--- src/rtl/mhsa_pkg.sv ---
// Shared types and constants for the MHSA weight path.
package mhsa_pkg;

  localparam int unsigned MHSA_WIDTH         = 64;
  localparam int unsigned MHSA_WORDS_PER_ROW = 16;

  typedef enum logic {IDLE, BURST} wk_state_t;

  typedef struct packed {
    logic                  write_en;
    logic [31:0]           addr;
    logic [MHSA_WIDTH-1:0] data;
  } mem_cmd_t;

endpackage

--- src/rtl/wk_out_fifo.sv ---
// Synchronous FIFO for fetched weight words; each entry carries its end-of-row flag.
module wk_out_fifo #(
  parameter int unsigned WIDTH = 64,
  parameter int unsigned DEPTH = 4,
  localparam int unsigned CW   = $clog2(DEPTH + 1),
  localparam int unsigned PW   = (DEPTH > 1) ? $clog2(DEPTH) : 1
) (
  input  logic             clk,
  input  logic             rst_n,
  input  logic             push,
  input  logic [WIDTH-1:0] push_data,
  input  logic             push_last,
  input  logic             pop_ready,
  output logic             out_valid,
  output logic [WIDTH-1:0] out_data,
  output logic             out_last,
  output logic [CW-1:0]    count
);

  logic [WIDTH:0]  r_mem [DEPTH];
  logic [PW-1:0]   r_wr_ptr;
  logic [PW-1:0]   r_rd_ptr;
  logic [CW-1:0]   r_count;
  logic            w_pop;

  function automatic logic [PW-1:0] ptr_inc(input logic [PW-1:0] p);
    return (p == PW'(DEPTH - 1)) ? '0 : p + 1'b1;
  endfunction

  assign w_pop = pop_ready && (r_count != '0);

  always_ff @(posedge clk or negedge rst_n) begin
    if (!rst_n) begin
      r_wr_ptr <= '0;
      r_rd_ptr <= '0;
      r_count  <= '0;
    end else begin
      if (push)  r_wr_ptr <= ptr_inc(r_wr_ptr);
      if (w_pop) r_rd_ptr <= ptr_inc(r_rd_ptr);
      if (push && !w_pop)      r_count <= r_count + 1'b1;
      else if (!push && w_pop) r_count <= r_count - 1'b1;
    end
  end

  always_ff @(posedge clk) begin
    if (push) r_mem[r_wr_ptr] <= {push_last, push_data};
  end

  // Storage is not reset, so the head is masked while empty.
  assign out_valid             = (r_count != '0);
  assign {out_last, out_data}  = out_valid ? r_mem[r_rd_ptr] : '0;
  assign count                 = r_count;

endmodule

--- src/rtl/wk_fetch_ctrl.sv ---
// Row-fetch sequencer and host-write arbiter for the single-port key-weight memory.
module wk_fetch_ctrl
  import mhsa_pkg::*;
#(
  parameter int unsigned WIDTH         = MHSA_WIDTH,
  parameter int unsigned LENGTH        = 4096,
  parameter int unsigned WORDS_PER_ROW = MHSA_WORDS_PER_ROW,
  parameter int unsigned ROWS          = LENGTH / WORDS_PER_ROW,
  parameter int unsigned FIFO_DEPTH    = 4
) (
  input  logic                    clk,
  input  logic                    rst_n,
  input  logic                    fetch_req_valid,
  output logic                    fetch_req_ready,
  input  logic [$clog2(ROWS)-1:0] fetch_row,
  input  logic                    host_wr_valid,
  output logic                    host_wr_ready,
  input  logic [31:0]             host_wr_addr,
  input  logic [WIDTH-1:0]        host_wr_data,
  output logic                    mem_write_en,
  output logic [31:0]             mem_addr,
  output logic [WIDTH-1:0]        mem_data_in,
  input  logic [WIDTH-1:0]        mem_data_out,
  output logic                    out_valid,
  input  logic                    out_ready,
  output logic [WIDTH-1:0]        out_data,
  output logic                    out_last,
  output logic                    busy,
  output logic                    err
);

  localparam int unsigned CNT_W = $clog2(WORDS_PER_ROW);
  localparam int unsigned FC_W  = $clog2(FIFO_DEPTH + 1);

  wk_state_t        r_state, w_state_next;
  mem_cmd_t         r_cmd, w_cmd_next;
  logic             r_last_fetch, w_last_fetch_next;  // 1: fetch won the previous grant
  logic             r_err, w_err_next;
  logic [31:0]      r_base, w_base_next;
  logic [CNT_W-1:0] r_cnt, w_cnt_next;
  logic [1:0]       r_vld, r_vld_last;
  logic [FC_W-1:0]  w_fifo_count;
  logic [FC_W:0]    w_used;
  logic             w_idle, w_fetch_grant, w_host_grant, w_issue, w_issue_last, w_host_ok;

  // Readies are combinational, so they are masked while reset is held.
  assign w_idle        = rst_n && (r_state == IDLE);
  assign w_fetch_grant = w_idle && fetch_req_valid && (!host_wr_valid || !r_last_fetch);
  assign w_host_grant  = w_idle && host_wr_valid && (!fetch_req_valid || r_last_fetch);
  assign w_host_ok     = (host_wr_addr < LENGTH);

  // Credit: FIFO occupancy plus reads still in the memory pipe.
  assign w_used       = (FC_W+1)'(w_fifo_count) + (FC_W+1)'(r_vld[0]) + (FC_W+1)'(r_vld[1]);
  assign w_issue      = (r_state == BURST) && (w_used < (FC_W+1)'(FIFO_DEPTH));
  assign w_issue_last = w_issue && (r_cnt == CNT_W'(WORDS_PER_ROW - 1));

  always_comb begin
    w_state_next        = r_state;
    w_cmd_next          = r_cmd;
    w_cmd_next.write_en = 1'b0;
    w_last_fetch_next   = r_last_fetch;
    w_err_next          = r_err;
    w_base_next         = r_base;
    w_cnt_next          = r_cnt;
    unique case (r_state)
      IDLE: begin
        if (w_fetch_grant) begin
          w_base_next       = 32'(fetch_row) * WORDS_PER_ROW;
          w_cnt_next        = '0;
          w_last_fetch_next = 1'b1;
          w_state_next      = BURST;
        end else if (w_host_grant) begin
          w_last_fetch_next = 1'b0;
          if (w_host_ok) begin
            w_cmd_next.write_en = 1'b1;
            w_cmd_next.addr     = host_wr_addr;
            w_cmd_next.data     = host_wr_data;
          end else begin
            w_err_next = 1'b1;
          end
        end
      end
      BURST: begin
        if (w_issue) begin
          w_cmd_next.addr = r_base + 32'(r_cnt);
          w_cnt_next      = r_cnt + 1'b1;
          if (w_issue_last) w_state_next = IDLE;
        end
      end
      default: w_state_next = IDLE;
    endcase
  end

  always_ff @(posedge clk or negedge rst_n) begin
    if (!rst_n) begin
      r_state      <= IDLE;
      r_cmd        <= '0;
      r_last_fetch <= 1'b0;
      r_err        <= 1'b0;
      r_base       <= '0;
      r_cnt        <= '0;
    end else begin
      r_state      <= w_state_next;
      r_cmd        <= w_cmd_next;
      r_last_fetch <= w_last_fetch_next;
      r_err        <= w_err_next;
      r_base       <= w_base_next;
      r_cnt        <= w_cnt_next;
    end
  end

  // Stage 0 aligns with mem_addr, stage 1 with mem_data_out.
  always_ff @(posedge clk or negedge rst_n) begin
    if (!rst_n) begin
      r_vld      <= '0;
      r_vld_last <= '0;
    end else begin
      r_vld      <= {r_vld[0], w_issue};
      r_vld_last <= {r_vld_last[0], w_issue_last};
    end
  end

  wk_out_fifo #(
    .WIDTH (WIDTH),
    .DEPTH (FIFO_DEPTH)
  ) u_fifo (
    .clk       (clk),
    .rst_n     (rst_n),
    .push      (r_vld[1]),
    .push_data (mem_data_out),
    .push_last (r_vld_last[1]),
    .pop_ready (out_ready),
    .out_valid (out_valid),
    .out_data  (out_data),
    .out_last  (out_last),
    .count     (w_fifo_count)
  );

  assign fetch_req_ready = w_fetch_grant;
  assign host_wr_ready   = w_host_grant;
  assign mem_write_en    = r_cmd.write_en;
  assign mem_addr        = r_cmd.addr;
  assign mem_data_in     = r_cmd.data;
  assign busy            = (r_state != IDLE) || out_valid;
  assign err             = r_err;

endmodule

--- config.mk ---
export PLATFORM = sky130hd
export DESIGN_NAME = wk_fetch_ctrl
export DESIGN_NICKNAME = d
export VERILOG_FILES = /design/src/rtl/mhsa_pkg.sv /design/src/rtl/wk_out_fifo.sv /design/src/rtl/wk_fetch_ctrl.sv
export SDC_FILE = /design/constraint.sdc
export NUM_CORES = 1
export LEC_CHECK = 0
export ABC_AREA = 1
export ABC_CLOCK_PERIOD_IN_PS = 2600
export CAP_MARGIN = 40
export CORE_MARGIN = 5
export CORE_UTILIZATION = 30
export CTS_CLUSTER_DIAMETER = 100
export CTS_CLUSTER_SIZE = 16
export DETAILED_ROUTE_END_ITERATION = 10
export SLEW_MARGIN = 30
export SYNTH_ARGS = -nofsm -noshare
export SYNTH_HDL_FRONTEND = slang
export SYNTH_SLANG_ARGS = --single-unit
--- constraint.sdc ---
create_clock -name clk -period 2.6 [get_ports clk]
set_input_delay 0.39 -clock clk [delete_from_list [all_inputs] [get_ports clk]]
set_output_delay 0.39 -clock clk [all_outputs]
set_load 0.02 [all_outputs]
======== After elaboration in Yosys (flattened, before gate mapping) ========
Memories as Yosys holds them, arrays and structs flattened.
Cells that the tools add are included.
cells by class
  $add $sub $neg .......................... 8
  $lt $le $gt $ge ......................... 2
  eq/ne operators ......................... 8
  multiplexer cells ....................... 22
  bitwise logic cells ..................... 3
  reductions and logical operators ........ 27
operator list
  cell                    number
  $mux W97                3
  $mux W65                1
  $pmux W32 S2            1
  $lt A32 B13 Y1 const B  1
  $mux W32                1
  $add A12 B4 Y13         1
  $reduce_and A4 Y1       3
  $logic_and A1 B1 Y1     10
  $mux W1                 8
  $mux W4                 2
  $ne A2 B2 Y1 const B    4
  $pmux W4 S2             1
  $mux W3                 2
  $reduce_and A2 Y1       3
  $logic_not A1 Y1        5
  $add A2 B1 Y2 const B   2
  $add A3 B1 Y4           1
  $add A4 B1 Y4           1
  $add A4 B1 Y4 const B   1
  $eq A2 B2 Y1 const B    2
  $eq A4 B4 Y1 const B    1
  $lt A4 B3 Y1 const B    1
  $mux W2                 2
  $reduce_bool A2 Y1      2
  other kinds (7)         11
storage, ports and cells
  bits in registers ....................... 123
  bits in writable memories ............... 260
  bits of input ports ..................... 173
  output and inout port bits .............. 167
  logic and storage cells ................. 84
  memories ................................ 1
memories
  memory        words  bits a word  read ports  clocked after Yosys merged registers in  wr ports  line               text
  u_fifo.r_mem  4      65           1           0                                        1         wk_out_fifo.sv:20  logic [WIDTH:0] r_mem [DEPTH];

======== Depth between registers and ports, before layout ========
Gate-level depths: netlist of run 1.
  word-level depth ........................ 8
  depth in mapped cells ................... 9
  mapped depth without buffers ............ 9

======== Hierarchy ========
A second synthesis of run 1 with hierarchy kept.
unflattened totals
  cell total of the unflattened synthesis .. 1615
  area, all modules ....................... 16570.9 µm²
by module, submodules not included
  module         times used  cells each  area each (µm²)  sequential area each (µm²)
  wk_out_fifo    1           1080        11489.8          7982.7
  wk_fetch_ctrl  1           535         5081.1           2902.8

======== Worst setup path before layout of run 1 ========
OpenSTA, ideal clock, no wires.
  path kind ............................... register to register
  start point ............................. reg u_fifo.r_wr_ptr[0]
  end point ............................... mem u_fifo.r_mem[2][0] (netlist name), enable pin
  library setup time ...................... 419 ps
  arrival time ............................ 1944 ps
  data required time ...................... 2181 ps
  setup slack ............................. 237 ps
  cell stages (with the launch flop) ...... 5
  period minus slack after synthesis ...... 2363 ps
  path through ............................ dfrtp_1 inv_1 ha_1 nand2_1 inv_1
RTL lines
  item                    line               text
  from (decl)             wk_out_fifo.sv:21  logic [PW-1:0] r_wr_ptr;
  from (signal assigned)  wk_out_fifo.sv:38  if (push) r_wr_ptr <= ptr_inc(r_wr_ptr);
  to (decl)               wk_out_fifo.sv:20
No word-level cell before the write port.

======== Final worst setup path of run 1 ========
  start point ............................. reg u_fifo.r_rd_ptr[0]
  end point ............................... out out_data[62]
on the way
  cells in the longest elaborated chain, start to end .. 2
RTL lines
  item                    line                 text
  from (decl)             wk_out_fifo.sv:22    logic [PW-1:0] r_rd_ptr;
  from (signal assigned)  wk_out_fifo.sv:39    if (w_pop) r_rd_ptr <= ptr_inc(r_rd_ptr);
  $mem_v2 Z4 W65          n/a
  $mux W65                wk_out_fifo.sv:51    assign {out_last, out_data} = out_valid ? r_mem[r_rd_ptr] : '0;
  to (decl)               wk_fetch_ctrl.sv:26  output logic [WIDTH-1:0] out_data,
Every way passes these cells.

==> results.yml, run 1 <==
run_status:
  status: "finished clean"
yosys:
  synth_xor_area_share_pct: 0.176
  ys_seq_area_share_pct: 72.8
  synth.mux.area_fraction_pct: 0
  synth_top_family_by_area: "simple AND/OR/NAND/NOR gates"
  synthesis.area_mm2: 0.0150
  synth_edf_count: 260
  synthDominantCellAreaShare_pct: 52.2
  synthAdderAreaFrac_pct: 0.803
  ys_seq_elements: 383
  synth_cells: 1341
  synthArstFlopShare_pct: 32.1
  synthFlopType: "edfxtp_1"
  ys_warn_count: 0
  yosysMostFrequentCell: "nor2_1"
  ys_top_cells_by_area: "edfxtp_1, dfrtp_1, nor2_1"
  synthSimpleGateAreaFrac_pct: 15.8
  avgSynthCellArea_um2: 11.2
  synthesis.nets: 1523
  ys_types: 24
  synth_largest_area_cell: "edfxtp_1"
  synth_commonest_cells: "nor2_1, nand2_1, edfxtp_1, o21ai_0, dfrtp_1"
  synth_compound_area_share_pct: 7.01
die:
  row_count: 81
  die_x_um: 233
  dieArea_mm2: 0.0544
  initial_core_util_pct: 30.4
  die_h_um: 233
  boundaryPins: 340
  core_mm2: 0.0492
sta:
  max_slew_margin_pct: 50.0
  clock_skew_ps: 18.6
  worstMarginPinSlew_ps: 750
  layout_min_cycle_time_ps: 2520
  rsz0062_at_grt: "yes"
  finalMaxSlewViolations: 0
  period_share_pct: 96.9
  finalSetupViolCount: 0
  hold_violations: 0
  timing.hold.ws_ps: 154
  fmax_mhz: 397
  worst_slack_ps: 79.6
  finalSetupTns_ps: 0
worst_setup_path:
  cp.arrival_ps: 2130
  critPathMaxFanout: 31
  crit_type: "register to output pin"
  start_kind: "register"
  end_kind: "output pin"
  cp.required_ps: 2210
clock_tree:
  clk_latency_ps: 570
  clock_path_buffers: 3
  htreeDepth: 1
  cts_tree: "done"
  cts_buffers: 27
  cts_sinks: 383
  cts.reportedPaths.clkPinSlew_ps: 80
  cts_root_buf: "clkbuf_16"
grt:
  grt_max_degree: 79
  grt_antenna_before_repair: 5
  grt_pass1_wl_um: 63100
  grt_pass1_vias: 11014
  track_usage_pct: 14.8
  grt-ovfl-total: 0
routing:
  num_vias: 10633
  postRouteAntennaNets: 0
  first_iter_violations: 508
  via_per_inst: 4.49
  routed_wl_um: 41600
  avgRoutedWirePerCell_um: 17.6
  drtPass1Iterations: 4
  drc: 0
layout:
  drive_above_1_share_pct: 8.81
  utilization_pct: 41.0
  final_cell_count_no_fill: 2368
  fin_area_mm2: 0.0201
  area_growth_pct: 34.6
  num-nets-final: 1866
run:
  cap_violations: 0
power_and_ir_drop:
  power_density_mw_per_mm2: 1020
  peakVddDrop_v: 0.000410
  p_leak_nw: 7.99
  p_total_mw: 20.5
place:
  place_congestion: 0.793
  place_hpwl_um: 25700
  place_area_mm2: 0.0193
  portBuffers: 339
  dp.cells: 2306
  pre_cts_ws_ps: 225
min_path:
  hold_path.class: "input pin to async pin"
==> cells by family (layout without fill, tap and decap cells) <==
| kind of cell | Yosys count | in the layout |
|---|---|---|
| AND/OR/NAND/NOR | 613 | 613 |
| flip-flops | 383 | 383 |
| AO/OA/AOI/OAI | 209 | 209 |
| buffers and inverters | 124 | 485 |
| adder cells (fa/ha/maj) | 9 | 9 |
| XOR/XNOR | 3 | 3 |
| other | 0 | 2 |
==> per-layer routing <==
metal	track usage, %	vias up	share of wire (%)
li1	-	5132	-
met1	18.3	5121	42
met2	24.9	329	47
met3	5.63	45	9.7
met4	2.88	6	1.4
met5	0	-	0.11
==> sequential cells by signal, indices dropped and copies added (netlist names) <==
register,flops
u_fifo.r_mem,260
r_state,1
u_fifo.count,3
u_fifo.r_rd_ptr,2
r_vld_last,2
r_last_fetch,1
mem_data_in,64
mem_addr,32
err,1
u_fifo.r_wr_ptr,2
mem_write_en,1
r_vld,2
r_base,8
r_cnt,4
==> final timing paths <==
path	start	cells past startpoint	to	slack [ps]
setup / recovery	u_fifo.r_rd_ptr[0]$_DFFE_PN0P_	5	out_data[62]	80
hold / removal	rst_n	2	r_last_fetch$_DFFE_PN0P_	150
setup reg to reg	u_fifo.count[1]$_DFFE_PN0P_	10	u_fifo.count[2]$_DFFE_PN0P_	490
hold reg to reg	r_vld[0]$_DFF_PN0_	0	r_vld[1]$_DFF_PN0_	390
max in group asynchronous	rst_n	3	u_fifo.r_rd_ptr[0]$_DFFE_PN0P_	1470
min in group clk	fetch_row[3]	3	r_base[7]$_DFFE_PN0P_	350
==> critical path, cell delays in order, from the launching register on <==
cell       delay (ps)
dfrtp_4           570
clkinv_4          120
bufbuf_16         320
o21ai_0           100
a21oi_1           250
buf_4             200
==> what timing repair did <==
item | in CTS | in global routing
gates resized for setup | 187 | 71
cloned | 5 | 1
endpoints found under the setup margin | 68 | 47
hold buffers | 1 | 0
hold endpoints to repair | 45 | 0
buffers inserted | 4 | 2
pin swaps | 5 | 12
==> final cells by class <==
class	count	area, um^2
Tap cell	664	831
Timing Repair Buffer	386	3860
Clock buffer	46	747
Inverter	52	205
Antenna cell	2	5.00
Sequential cell	383	10900
Multi-Input combinational cell	834	3580
Clock inverter	1	8.76
Fill cell	4700	29000
==> layout by cell type, fill, tap and decap left out, types with 4 or more instances in the layout <==
cell type and count:
buf_4 29, clkdlybuf4s15_1 4, dfrtp_1 119, ha_1 8
nand2_1 278, edfxtp_1 260, o21ai_0 138, clkbuf_16 28
inv_1 43, buf_12 13, buf_16 7, clkbuf_1 19
clkbuf_2 14, nand3_1 29, buf_6 6, buf_2 30
nor2_1 300, clkdlybuf4s50_1 270, dlygate4sd2_1 7, a21oi_1 67
clkinv_2 4
==> report_power, final <==
| group | leakage, nW | internal, mW | switching, mW |
|---|---|---|---|
| clock network | 0.360 | 1.95 | 2.01 |
| logic | 3.59 | 3.07 | 5.29 |
| registers | 4.04 | 7.75 | 0.410 |
(Power assumes the default switching activity.)
==> run 2, diff against run 1 <==
Settings changed: CAP_MARGIN 40 to 0, MAX_ROUTING_LAYER set to met4.
==> run 2 against run 1 <==
  * Final area is essentially flat
  * Die area did not move
  * First-iteration DRC count decreased by 7.3%
  * Wire length shrank 0.12%
  * Flip-flop and latch count unchanged
  * Critical path type unchanged
  * Critical endpoint is now out_data[5]
==> results.yml, run 2 (synthesized netlist as in run 1, its figures left out) <==
run_status:
  status: "finished clean"
power_and_ir_drop:
  netSwitchingPower_mw: 7.69
  comb_power_share_pct: 40.8
  p_leak_nw: 7.99
  peakVddDrop_v: 0.000411
  p_total_mw: 20.5
  p_clk_share_pct: 19.3
  seq_power_share_pct: 39.9
  p_int_mw: 12.8
  power_density_mw_per_mm2: 1020
  power.share.switching_pct: 37.6
worst_setup_path:
  cp.arrival_ps: 2120
  crit_type: "register to output pin"
  end_kind: "output pin"
  critPathMaxFanout: 31
  start_kind: "register"
  cp.required_ps: 2210
routing:
  routed_wl_um: 41600
  drtPass1Iterations: 5
  num_vias: 10620
  drc: 0
  postRouteAntennaNets: 0
  avgRoutedWirePerCell_um: 17.5
  first_iter_violations: 471
  via_per_inst: 4.48
sta:
  max_slew_margin_pct: 50.8
  finalSetupViolCount: 0
  finalSetupTns_ps: 0
  clock_skew_ps: 20.4
  hold_violations: 0
  finalMaxSlewViolations: 0
  worstMarginPinSlew_ps: 738
  fmax_mhz: 398
  period_share_pct: 96.6
  layout_min_cycle_time_ps: 2510
  rsz0062_at_grt: "yes"
layout:
  regArea_mm2: 0.0109
  layout_commonest_cell: "nor2_1"
  utilization_pct: 41.0
  final_cell_count_no_fill: 2371
  fin_area_mm2: 0.0201
  area_growth_pct: 34.7
  final_cell_mix: "nor2_1, nand2_1, clkdlybuf4s50_1, edfxtp_1, o21ai_0"
  num-nets-final: 1866
  largest_reg_flops: 260
  max_flop_register: "u_fifo.r_mem"
  drive_above_1_share_pct: 8.81
  n_fill_cell: 4697
  multiInputGateArea_mm2: 0.00358
clock_tree:
  cts_sinks: 383
  cts_buffers: 27
  cts_root_buf: "clkbuf_16"
  cts.reportedPaths.clkPinSlew_ps: 80
  clk_latency_ps: 570
  htreeDepth: 1
  cts_tree: "done"
  clock_path_buffers: 3
die:
  row_count: 81
  die_h_um: 233
  initial_core_util_pct: 30.4
  die_x_um: 233
  boundaryPins: 340
  core_mm2: 0.0492
  dieArea_mm2: 0.0544
grt:
  track_usage_pct: 15.2
  grt_max_degree: 79
  grt_antenna_before_repair: 5
  grt_pass1_wl_um: 62900
  grt_pass1_vias: 11093
  grt-ovfl-total: 0
place:
  place_area_mm2: 0.0193
  place_hpwl_um: 25700
  dp.cells: 2306
  portBuffers: 339
  place_congestion: 0.804
run:
  cap_violations: 0
min_path:
  hold_path.class: "input pin to async pin"
run 2: cell types whose count changed in the layout (fill, tap and decap cells not counted):
cell	previous run	this run
diode_2	2	5
buf_16	7	6
bufbuf_16	1	2
run 2: area by class of cell:
| class | count | share of cell area [%] |
|---|---|---|
| flip-flops and latches | 383 | 54.1 |
| repair buffers | 386 | 19.2 |
| multi-input cells | 834 | 17.8 |
| well taps | 664 | 4.12 |
| clock buffers | 46 | 3.71 |
| inverters | 52 | 1.02 |
| diodes | 5 | 0.0621 |
| clock inverters | 1 | 0.0435 |
run 2: power groups by stage:
stage | Combinational (mW) | Clock, mW | Sequential [mW]
2_1_floorplan | 4.56 | 0 | 8.27
3_3_place_gp | 8.55 | 0 | 8.22
3_5_place_dp | 8.62 | 0 | 8.25
4_1_cts | 8.61 | 4.11 | 8.16
5_1_grt | 9.21 | 4.35 | 8.26
6_report | 8.36 | 3.95 | 8.16
run 2: worst paths after layout:
path                                                 from                        endpoint  slack, ps  cells after the start
min reg2reg                            r_vld[0]$_DFF_PN0_              r_vld[1]$_DFF_PN0_        390                      0
max                        u_fifo.r_rd_ptr[0]$_DFFE_PN0P_                     out_data[5]         90                      5
max reg2reg                   u_fifo.count[1]$_DFFE_PN0P_     u_fifo.count[2]$_DFFE_PN0P_        530                     10
min                                                 rst_n        r_last_fetch$_DFFE_PN0P_        150                      2
max in group asynchronous                           rst_n  u_fifo.r_rd_ptr[0]$_DFFE_PN0P_       1460                      3
min in group clk                         host_wr_data[28]     mem_data_in[28]$_DFFE_PN0P_        350                      3
run 2: worst max-delay path, cell delays in order, from the launching register on:
cell and delay, ps:
dfrtp_4 570, clkinv_4 120, bufbuf_16 320, o21ai_0 100, a21oi_1 250, buf_4 190
run 2: stage by stage:
| step | worst slack (ps) | hold slack [ps] |
|---|---|---|
| 6_report | 87.6 | 153 |
| 3_3_place_gp | 185 | 209 |
| 3_5_place_dp | 225 | 213 |
| 5_1_grt | -64.7 | 112 |
| 2_1_floorplan | 237 | 94.4 |
| 4_1_cts | -122 | 111 |
run 2: timing repair:
| item | 4_1_cts | 5_1_grt |
|---|---|---|
| hold buffers | 1 | 0 |
| pin swaps | 5 | 12 |
| gates resized for setup | 187 | 70 |
| endpoints found under the setup margin | 68 | 47 |
| buffers inserted | 4 | 2 |
| gates cloned | 5 | 1 |
| hold endpoints to repair | 45 | 0 |
run 2: routing by layer:
metal  part of all wire, %  track usage [%]
met5                     0                -
met4                   1.4             2.82
met3                   8.9             5.03
met2                    47             24.9
met1                    43             18.7
